**src/rtl/alt_vipcti131_common_pkg.sv**
```systemverilog
// Shared definitions for the clocked-video-input common blocks:
// measurement state encoding and a saturating incrementer.
package alt_vipcti131_common_pkg;

  typedef enum logic {
    SEARCH  = 1'b0,
    MEASURE = 1'b1
  } state_e;

  // Returns v+1, clamped at max_v (callers zero-extend narrower counters).
  function automatic logic [31:0] sat_inc(input logic [31:0] v, input logic [31:0] max_v);
    return (v >= max_v) ? max_v : v + 32'd1;
  endfunction

endpackage

```
**src/rtl/alt_vipcti131_common_edge_detect.sv**
```systemverilog
// Single-bit edge detector: registers the input and flags a rising
// (RISING=1) or falling (RISING=0) transition in the current cycle.
module alt_vipcti131_common_edge_detect #(
  parameter bit RISING = 1'b1
) (
  input  logic clk,
  input  logic rst,
  input  logic sclr,
  input  logic sig_i,
  output logic pulse_o
);

  logic sig_q;

  always_ff @(posedge clk or posedge rst) begin
    if (rst) begin
      sig_q <= 1'b0;
    end else if (sclr) begin
      sig_q <= 1'b0;
    end else begin
      sig_q <= sig_i;
    end
  end

  assign pulse_o = RISING ? (sig_i & ~sig_q) : (~sig_i & sig_q);

endmodule

```
**src/rtl/alt_vipcti131_common_resolution_detect.sv**
```systemverilog
// Measures active samples per line and lines per frame, and reports a
// resolution only once it has repeated for STABLE_FRAMES good frames.
module alt_vipcti131_common_resolution_detect
  import alt_vipcti131_common_pkg::*;
#(
  parameter int SAMPLE_COUNT_WIDTH = 12,
  parameter int LINE_COUNT_WIDTH   = 12,
  parameter int STABLE_FRAMES      = 2
) (
  input  logic                          clk,
  input  logic                          rst,
  input  logic                          sclr,
  input  logic                          de,
  input  logic                          vsync,
  input  logic                          count_sample,
  output logic [SAMPLE_COUNT_WIDTH-1:0] sample_width,
  output logic [LINE_COUNT_WIDTH-1:0]   line_height,
  output logic                          resolution_valid,
  output logic                          resolution_change,
  output logic                          overflow
);

  localparam int SCW = SAMPLE_COUNT_WIDTH;
  localparam int LCW = LINE_COUNT_WIDTH;
  localparam int STW = $clog2(STABLE_FRAMES + 1);
  localparam logic [31:0] SAMP_MAX   = 32'((64'd1 << SCW) - 64'd1);
  localparam logic [31:0] LINE_MAX   = 32'((64'd1 << LCW) - 64'd1);
  localparam logic [31:0] STABLE_MAX = 32'(STABLE_FRAMES);

  typedef struct packed {
    state_e           state;
    logic [SCW-1:0]   samp_cnt;
    logic [SCW-1:0]   frame_w;
    logic [SCW-1:0]   cand_w;
    logic [SCW-1:0]   sample_width;
    logic [LCW-1:0]   line_cnt;
    logic [LCW-1:0]   cand_h;
    logic [LCW-1:0]   line_height;
    logic [STW-1:0]   stable_cnt;
    logic             frame_ok;
    logic             first_line;
    logic             samp_sat;
    logic             line_sat;
    logic             skip_line;
    logic             valid;
    logic             change;
    logic             overflow;
  } regs_t;

  regs_t r_q, r_d;
  logic  line_end, frame_end, good;

  function automatic regs_t reset_regs();
    regs_t r;
    r            = '0;
    r.state      = SEARCH;
    r.frame_ok   = 1'b1;
    r.first_line = 1'b1;
    return r;
  endfunction

  // Start a fresh frame; a line still open at the boundary is dropped.
  function automatic regs_t arm(input regs_t r, input logic de_v);
    r.samp_cnt   = '0;
    r.line_cnt   = '0;
    r.frame_ok   = 1'b1;
    r.first_line = 1'b1;
    r.samp_sat   = 1'b0;
    r.line_sat   = 1'b0;
    r.skip_line  = de_v;
    return r;
  endfunction

  alt_vipcti131_common_edge_detect #(.RISING(1'b0)) u_de_edge (
    .clk    (clk),
    .rst    (rst),
    .sclr   (sclr),
    .sig_i  (de),
    .pulse_o(line_end)
  );

  alt_vipcti131_common_edge_detect #(.RISING(1'b1)) u_vsync_edge (
    .clk    (clk),
    .rst    (rst),
    .sclr   (sclr),
    .sig_i  (vsync),
    .pulse_o(frame_end)
  );

  always_ff @(posedge clk or posedge rst) begin
    if (rst) begin
      r_q <= reset_regs();
    end else begin
      r_q <= r_d;
    end
  end

  always_comb begin
    r_d  = r_q;
    good = 1'b0;
    if (r_q.state == SEARCH) begin
      if (frame_end) begin
        r_d       = arm(r_q, de);
        r_d.state = MEASURE;
      end
    end else begin
      if (de && count_sample && !r_q.skip_line) begin
        if (&r_q.samp_cnt) begin
          r_d.samp_sat = 1'b1;
          r_d.overflow = 1'b1;
        end
        r_d.samp_cnt = SCW'(sat_inc(32'(r_q.samp_cnt), SAMP_MAX));
      end
      // Line closes before any same-cycle frame end so it counts toward that frame.
      if (line_end) begin
        if (!r_q.skip_line) begin
          if (r_q.first_line) begin
            r_d.frame_w = r_q.samp_cnt;
          end else if (r_q.samp_cnt != r_q.frame_w) begin
            r_d.frame_ok = 1'b0;
          end
          if (r_q.samp_sat) begin
            r_d.frame_ok = 1'b0;
          end
          if (&r_q.line_cnt) begin
            r_d.line_sat = 1'b1;
            r_d.overflow = 1'b1;
          end
          r_d.line_cnt   = LCW'(sat_inc(32'(r_q.line_cnt), LINE_MAX));
          r_d.first_line = 1'b0;
        end
        r_d.samp_cnt  = '0;
        r_d.samp_sat  = 1'b0;
        r_d.skip_line = 1'b0;
      end
      if (frame_end) begin
        good = r_d.frame_ok && (r_d.line_cnt != '0) && !r_d.line_sat;
        if (!good) begin
          r_d.stable_cnt = '0;
        end else if (r_d.frame_w == r_q.cand_w && r_d.line_cnt == r_q.cand_h) begin
          r_d.stable_cnt = STW'(sat_inc(32'(r_q.stable_cnt), STABLE_MAX));
        end else begin
          r_d.cand_w     = r_d.frame_w;
          r_d.cand_h     = r_d.line_cnt;
          r_d.stable_cnt = STW'(1);
        end
        if (r_d.stable_cnt == STW'(STABLE_FRAMES)) begin
          r_d.valid        = 1'b1;
          r_d.sample_width = r_d.cand_w;
          r_d.line_height  = r_d.cand_h;
        end else begin
          r_d.valid = 1'b0;
        end
        r_d = arm(r_d, de);
      end
    end
    r_d.change = (r_d.valid != r_q.valid) ||
                 (r_d.sample_width != r_q.sample_width) ||
                 (r_d.line_height != r_q.line_height);
    if (sclr) begin
      r_d = reset_regs();
    end
  end

  assign sample_width      = r_q.sample_width;
  assign line_height       = r_q.line_height;
  assign resolution_valid  = r_q.valid;
  assign resolution_change = r_q.change;
  assign overflow          = r_q.overflow;

endmodule

```
**config.mk**
```make
export PLATFORM = sky130hd
export DESIGN_NAME = alt_vipcti131_common_resolution_detect
export DESIGN_NICKNAME = d
export VERILOG_FILES = /design/src/rtl/alt_vipcti131_common_pkg.sv /design/src/rtl/alt_vipcti131_common_edge_detect.sv /design/src/rtl/alt_vipcti131_common_resolution_detect.sv
export SDC_FILE = /design/constraint.sdc
export NUM_CORES = 1
export LEC_CHECK = 0
export CELL_PAD_IN_SITES_DETAIL_PLACEMENT = 2
export CELL_PAD_IN_SITES_GLOBAL_PLACEMENT = 2
export CORE_MARGIN = 3
export CORE_UTILIZATION = 35
export CTS_CLUSTER_SIZE = 40
export DETAILED_ROUTE_END_ITERATION = 8
export PLACE_DENSITY = 0.75
export SETUP_SLACK_MARGIN = 0.02
export SYNTH_ARGS = -nofsm -noshare
export SYNTH_HDL_FRONTEND = slang
export SYNTH_SLANG_ARGS = --single-unit
```
**constraint.sdc**
```tcl
create_clock -name clk -period 3.87 [get_ports clk]
set_input_delay 0.5805 -clock clk [delete_from_list [all_inputs] [get_ports clk]]
set_output_delay 0.5805 -clock clk [all_outputs]
set_load 0.02 [all_outputs]
```
==> flow_summary.ini, run 1 <==
[global_route]
grt-ovfl-total = 0
grt_pass1_wl_mm = 41.0
grt_start_max_net_pins = 67
grt_pass1_vias = 6983
use_met2_pct = 47.2
busiest_layer = met2
use_met1_pct = 32.9
track_usage_pct = 26.5
antenna_found_initial = 0
use_met3_pct = 3.80

[die]
dieWidth_um = 141
core-area_um2 = 17600
die_h_um = 141
num_io_pins = 33
start_util_pct = 36.3
num_rows = 48
die_area_um2 = 19900

[layout]
nNetsFinal = 837
fin_util_pct = 45.9
n_fill_cell = 1920
finalNonFillerCells = 1056
drive_gt1_share_pct = 23.8
finalInstanceArea_um2 = 8080
num_antenna_cells = 0
syn_to_final_growth_pct = 26.6

[synth]
ys.flop_type = dfrtp_1
yosys_warnings = 0
syn_area_per_cell_um2 = 8.58
synth.cell_area_um2 = 6380
synth_cells = 744
async_flop_share_pct = 100
synth_nets = 752
synth.distinct_cells = 72
synth-seq-cells = 97
seq_area_frac_synth_pct = 38.1
synth-edff-count = 0

[clocking]
ctsHoldBuffers = 0
ctsHtreeMaxLevel = 3
clk_path_buf_depth = 2
cts_tree = yes
cts_made_buffers = 9
cts_sinks = 97
path_clk_slew_ns = 0.08
clk_latency_ns = 0.37
cts_root_buf = clkbuf_16

[drt]
ant_nets = 0
drc = 0
drt-total-wl_mm = 27.1
vias = 6224
vias_per_cell = 5.89
drt_first_iter_violations = 282
wire_per_inst_um = 25.7
dr.pass1.iters = 5

[worst_setup_path]
critPathTopFamily = simple AND/OR/NAND/NOR gates
required_ns = 4.09
worstSetupPathType = reg -> reg
critPathArrivalTime_ns = 4.08
cp_slowest_cell = dfrtp_1
max_stage_delay_ns = 0.41
crit_chain = buf_6 -> nor4bb_4 -> buf_4 -> buf_12 -> buf_8 -> nor4b_1 -> buf_4 -> o22ai_1 -> nor4_2 -> nand4_1 -> buf_4 -> and2_4 -> nor4_4 -> nand4_1 -> nor4_2 -> a211oi_2
end_kind = flop
crit_top_cell = buf_4
path_buf_inv = 6
crit_path_start_kind = flop
crit_fanout = 15

[run_status]
status = finished, final reports clean

[sta]
fin_ws_ns = 0.00516
fin_skew_ns = 0.0152
drv_slew = 0
period_minus_slack_ns = 3.86
maxClockFrequency_mhz = 259
worst_slew_pin_slew_ns = 0.932
finalHoldViolCount = 0
period_share_pct = 99.9
fin_tns_setup_ns = 0
worst_slew_margin_rel_pct = 37.4
setup_violations = 0

[power]
ir_drop_mv = 0.247
p_leak_nw = 3.44
p_per_area_nw_per_um2 = 271

[job]
cap_violations = 0

[placed_design]
place_area_um2 = 7370
portBuffers = 32
post-place-ws_ns = -0.570
place_inst = 1026
gp_congestion = 0.913
dp_hpwl_mm = 18.1

[worst_hold_path]
worstHoldPathType = in -> reg
==> final cells by class <==
class	count	area, um^2	share of cell area, %
Tap cell	225	282	3.48
Inverter	25	96.3	1.19
Timing Repair Buffer	148	1290	15.9
Sequential cell	97	2430	30.1
Clock buffer	9	225	2.79
Clock inverter	4	32.5	0.403
Multi-Input combinational cell	548	3720	46.1
==> repair_timing <==
| action | 4_1_cts | 5_1_grt |
|---|---|---|
| buffers inserted | 11 | 6 |
| pin swaps | 12 | 13 |
| resized for setup | 21 | 44 |
| setup endpoints to repair | 46 | 50 |
==> cell usage after synthesis, types with 3 or more instances <==
library cell / count / area share (%)
nand2_1: 58 / 3.4
buf_4: 29 / 3.4
mux2_2: 5 / 0.88
nand3_1: 25 / 2.0
or2_2: 3 / 0.29
nand2b_1: 12 / 1.2
xnor2_1: 16 / 2.2
nor2_1: 100 / 5.9
o22ai_1: 10 / 0.98
inv_1: 25 / 1.5
or3_1: 3 / 0.29
o21ai_0: 21 / 1.6
o2bb2ai_1: 4 / 0.55
buf_6: 4 / 0.71
buf_2: 9 / 0.71
a211oi_1: 10 / 1.2
a21oi_1: 72 / 5.6
a31oi_1: 8 / 0.78
nor4_1: 14 / 1.4
nand4_1: 7 / 0.69
a2111oi_0: 3 / 0.41
clkbuf_1: 31 / 1.8
xor2_1: 32 / 4.4
and3_1: 5 / 0.49
o22a_1: 3 / 0.41
and2_1: 4 / 0.39
o2111ai_1: 5 / 0.69
a22o_1: 6 / 0.82
dfrtp_1: 95 / 37
mux2i_1: 47 / 7.4
nor2b_1: 8 / 0.78
nor3_1: 13 / 1.0
a221oi_1: 3 / 0.41
==> per-layer routing <==
metal / up-vias / share of wire (%)
met2: 139 / 52
met4: 0 / 2.7
met1: 3268 / 42
met5: - / 0
met3: 48 / 3.4
li1: 2769 / -
==> worst register-to-register path, cell delays in order, from the launching register on <==
cell,delay [ns]
dfrtp_1,0.41
buf_6,0.15
nor4bb_4,0.26
buf_4,0.19
buf_12,0.15
buf_8,0.13
nor4b_1,0.39
buf_4,0.19
o22ai_1,0.11
nor4_2,0.22
nand4_1,0.20
buf_4,0.19
and2_4,0.23
nor4_4,0.32
nand4_1,0.21
nor4_2,0.27
a211oi_2,0.12
==> stage by stage <==
stage / hold WS (ns) / power, W
CTS: 0.437 / 0.00216
finish: 0.435 / 0.00219
detailed placement: 0.479 / 0.00128
global placement: 0.468 / 0.00126
global route: 0.439 / 0.00226
floorplan: 0.454 / 0.00119
==> layout by cell type, fill, tap and decap left out, types with 4 or more instances in the layout <==
master / count
a211oi_1: 9
a21oi_1: 69
a22o_1: 6
a31oi_1: 7
and3_1: 5
buf_12: 6
buf_4: 104
buf_6: 5
clkbuf_16: 9
clkdlybuf4s50_1: 30
dfrtp_1: 92
inv_1: 24
mux2_2: 5
mux2i_1: 41
mux2i_2: 4
nand2_1: 58
nand2b_1: 12
nand3_1: 24
nand4_1: 7
nor2_1: 99
nor2b_1: 8
nor3_1: 6
nor3_2: 9
nor4_1: 4
nor4_2: 9
o2111ai_1: 5
o21ai_0: 21
o22ai_1: 10
o2bb2ai_1: 4
xnor2_1: 16
xor2_1: 32
==> state kept, by name (all words and copies together), names as in the netlist <==
name                count
resolution_valid        1
line_height            12
sample_width           12
overflow                1
u_vsync_edge.sig_q      1
resolution_change       1
u_de_edge.sig_q         1
r_q                    68
==> logic make-up after synthesis <==
family,count (synthesis),synth area share (%)
xor+xnor,48,6.59
simple gates,278,21.9
fa+ha+maj,2,0.392
mux,52,8.25
flops,97,38.1
buf+inv,99,8.19
compound gates,168,16.6
==> power breakdown <==
group          switching [W]  total [W]  internal [W]
logic               0.000185   0.000308      0.000123
registers         0.00000751    0.00103       0.00102
clock network       0.000427   0.000857      0.000429
==> path summary, 6_finish.rpt <==
| check | start | endpoint | slack [ns] | cells past startpoint |
|---|---|---|---|---|
| max in group asynchronous | rst | r_q[66] | 2.30 | 3 |
| hold reg to reg | r_q[7] | r_q[7] | 0.49 | 2 |
| hold / removal | sclr | overflow | 0.44 | 2 |
| min in group asynchronous | rst | line_height[3] | 0.73 | 2 |
| setup reg to reg | r_q[3] | resolution_change | 0.005 | 16 |
| setup / recovery | r_q[3] | resolution_change | 0.005 | 16 |
Power figures use the tool's default switching activity.
==> run 2: changes to the inputs <==
--- a/config.mk
+++ b/config.mk
@@ -8,10 +8,10 @@
 export CELL_PAD_IN_SITES_DETAIL_PLACEMENT = 2
 export CELL_PAD_IN_SITES_GLOBAL_PLACEMENT = 2
 export CORE_MARGIN = 3
-export CORE_UTILIZATION = 35
+export CORE_UTILIZATION = 34
 export CTS_CLUSTER_SIZE = 40
 export DETAILED_ROUTE_END_ITERATION = 8
-export PLACE_DENSITY = 0.75
+export PLACE_DENSITY = 0.77
 export SETUP_SLACK_MARGIN = 0.02
 export SYNTH_ARGS = -nofsm -noshare
 export SYNTH_HDL_FRONTEND = slang
==> constraint.sdc (replaced) <==
create_clock -name clk -period 3.23 [get_ports clk]
set_input_delay 0.4845 -clock clk [delete_from_list [all_inputs] [get_ports clk]]
set_output_delay 0.4845 -clock clk [all_outputs]
set_load 0.02 [all_outputs]
==> flow_summary.ini, run 2 (same netlist as run 1, synthesis figures left out) <==
[worst_setup_path]
r2r_cells = 17
crit_fanout = 8
crit_path_start_kind = flop
required_ns = 3.44
critPathArrivalTime_ns = 4.41
end_kind = flop
worstSetupPathType = reg -> reg

[clocking]
clk_path_buf_depth = 2
clk_latency_ns = 0.38
cts_tree = yes
cts_root_buf = clkbuf_16
cts_made_buffers = 9
cts_sinks = 97
ctsHtreeMaxLevel = 3
ctsHoldBuffers = 0
path_clk_slew_ns = 0.09

[sta]
worst_slew_margin_rel_pct = 41.8
whs_ns = 0.471
fin_skew_ns = 0.0269
period_minus_slack_ns = 4.19
period_share_pct = 130
maxClockFrequency_mhz = 239
finalHoldViolCount = 0
drv_slew = 0
worst_slew_pin_slew_ns = 0.872
fin_ws_ns = -0.963
rsz0062_at_grt = yes
setup_violations = 52

[drt]
vias_per_cell = 6.28
ant_nets = 0
drc = 0
wire_per_inst_um = 32.9
vias = 7023
dr.pass1.iters = 6
drt-total-wl_mm = 36.7
drt_first_iter_violations = 498

[die]
start_util_pct = 35.1
core-area_um2 = 18200
die_area_um2 = 20500
num_io_pins = 33
dieWidth_um = 143
num_rows = 49
die_h_um = 143

[layout]
regMostFlops = r_q
num_antenna_cells = 0
nNetsFinal = 892
final_common_cell = buf_4
syn_to_final_growth_pct = 42.8
largest_reg_flops = 68
fin_util_pct = 50.1
mostFrequentLayoutCells = buf_4, dfrtp_1, nor2_1
drive_gt1_share_pct = 35.0

[global_route]
grt_start_max_net_pins = 70
grt-ovfl-total = 0
track_usage_pct = 30.5
grt_pass1_vias = 7544
grt_pass1_wl_mm = 46.9
antenna_found_initial = 0

[job]
cap_violations = 0

[power]
p_leak_nw = 3.88
p_int_w = 0.00203
ir_drop_mv = 0.315
p_per_area_nw_per_um2 = 315
power_frac_comb_pct = 15.7
seqPwrFrac_pct = 43.0
p_sw_share_pct = 29.2
clockPowerShare_pct = 41.4
switchingPower_w = 0.000838

[placed_design]
dp_hpwl_mm = 19.2
gp_congestion = 0.969
portBuffers = 32

[run_status]
status = finished with violations
violations = setup timing

[worst_hold_path]
worstHoldPathType = in -> async
run 2: cell types whose count changed in the layout (fill, tap and decap cells not counted), moves of 4 or more:
cell,previous run,this run
buf_4,104,134
nor2_4,1,13
buf_8,1,5
buf_6,5,21
a21oi_2,3,17
mux2i_2,4,8
a21oi_1,69,52
mux2i_1,41,30
nor2_1,99,84
mux2i_4,2,9
run 2: per-stage QoR:
step | TNS, ns | cells | instance area (um^2) | worst slack, ns | total power [W]
final | -35.84 | 1118 | 9110 | -0.963 | 0.00287
after global routing | -39.59 | 1118 | 9110 | -0.994 | 0.00293
after CTS | -8.35 | 1100 | 8550 | -0.389 | 0.00274
after detailed placement | -47.69 | 1069 | 7680 | -1.11 | 0.00153
after global placement | -43.77 | 1069 | 7680 | -1.00 | 0.00152
after floorplan | -0.931 | 744 | 6420 | -0.157 | 0.00142
run 2: final timing paths:
check                        start              end  slack, ns
max                        r_q[34]  sample_width[2]      -0.96
min                            rst          r_q[24]       0.47
max reg2reg                r_q[34]  sample_width[2]      -0.96
min reg2reg                 r_q[7]           r_q[7]       0.52
max in group asynchronous      rst           r_q[9]       1.99
min in group clk            r_q[7]           r_q[7]       0.52
run 2: power by group through the flow:
stage | registers, W | logic (W) | clock network, W
3_3_place_gp | 0.00125 | 0.000264 | 0
6_report | 0.00123 | 0.000449 | 0.00119
2_1_floorplan | 0.00125 | 0.000173 | 0
5_1_grt | 0.00123 | 0.000467 | 0.00123
4_1_cts | 0.00123 | 0.000340 | 0.00117
3_5_place_dp | 0.00125 | 0.000281 | 0
run 2: layer usage:
| layer | wire length [um] | GRT usage, % |
|---|---|---|
| met5 | 32 | 0 |
| met2 | 18600 | 53.3 |
| met4 | 2480 | 16.1 |
| met3 | 1900 | 5.79 |
| met1 | 13800 | 35.4 |
run 2: worst max-delay path, cell delays in order (launching register included):
cell and delay (ns):
dfrtp_1 0.40, ha_1 0.33, buf_4 0.21, nand3_1 0.14, or4_1 0.51, nand2_2 0.17
xor2_1 0.13, a2111oi_2 0.40, buf_4 0.19, nand4_1 0.16, buf_6 0.19, o21bai_4 0.18
buf_6 0.14, nor2_4 0.20, buf_4 0.17, buf_8 0.14, mux2i_1 0.28, nor2_1 0.10
run 2: final cells by class:
type                            instances  area, um^2
Clock buffer                           11         243
Clock inverter                          5        61.3
Fill cell                            1861        9090
Inverter                               25        96.3
Multi-Input combinational cell        548        4120
Sequential cell                        97        2430
Tap cell                              229         287
Timing Repair Buffer                  203        1880
run 2: repair_timing:
item | in CTS | in global routing
setup endpoints to repair | 52 | 52
pin swaps | 30 | 18
endpoints found under the hold margin | 0 | 0
setup buffers | 13 | 17
resized for setup | 92 | 91
gates cloned | 2 | 3
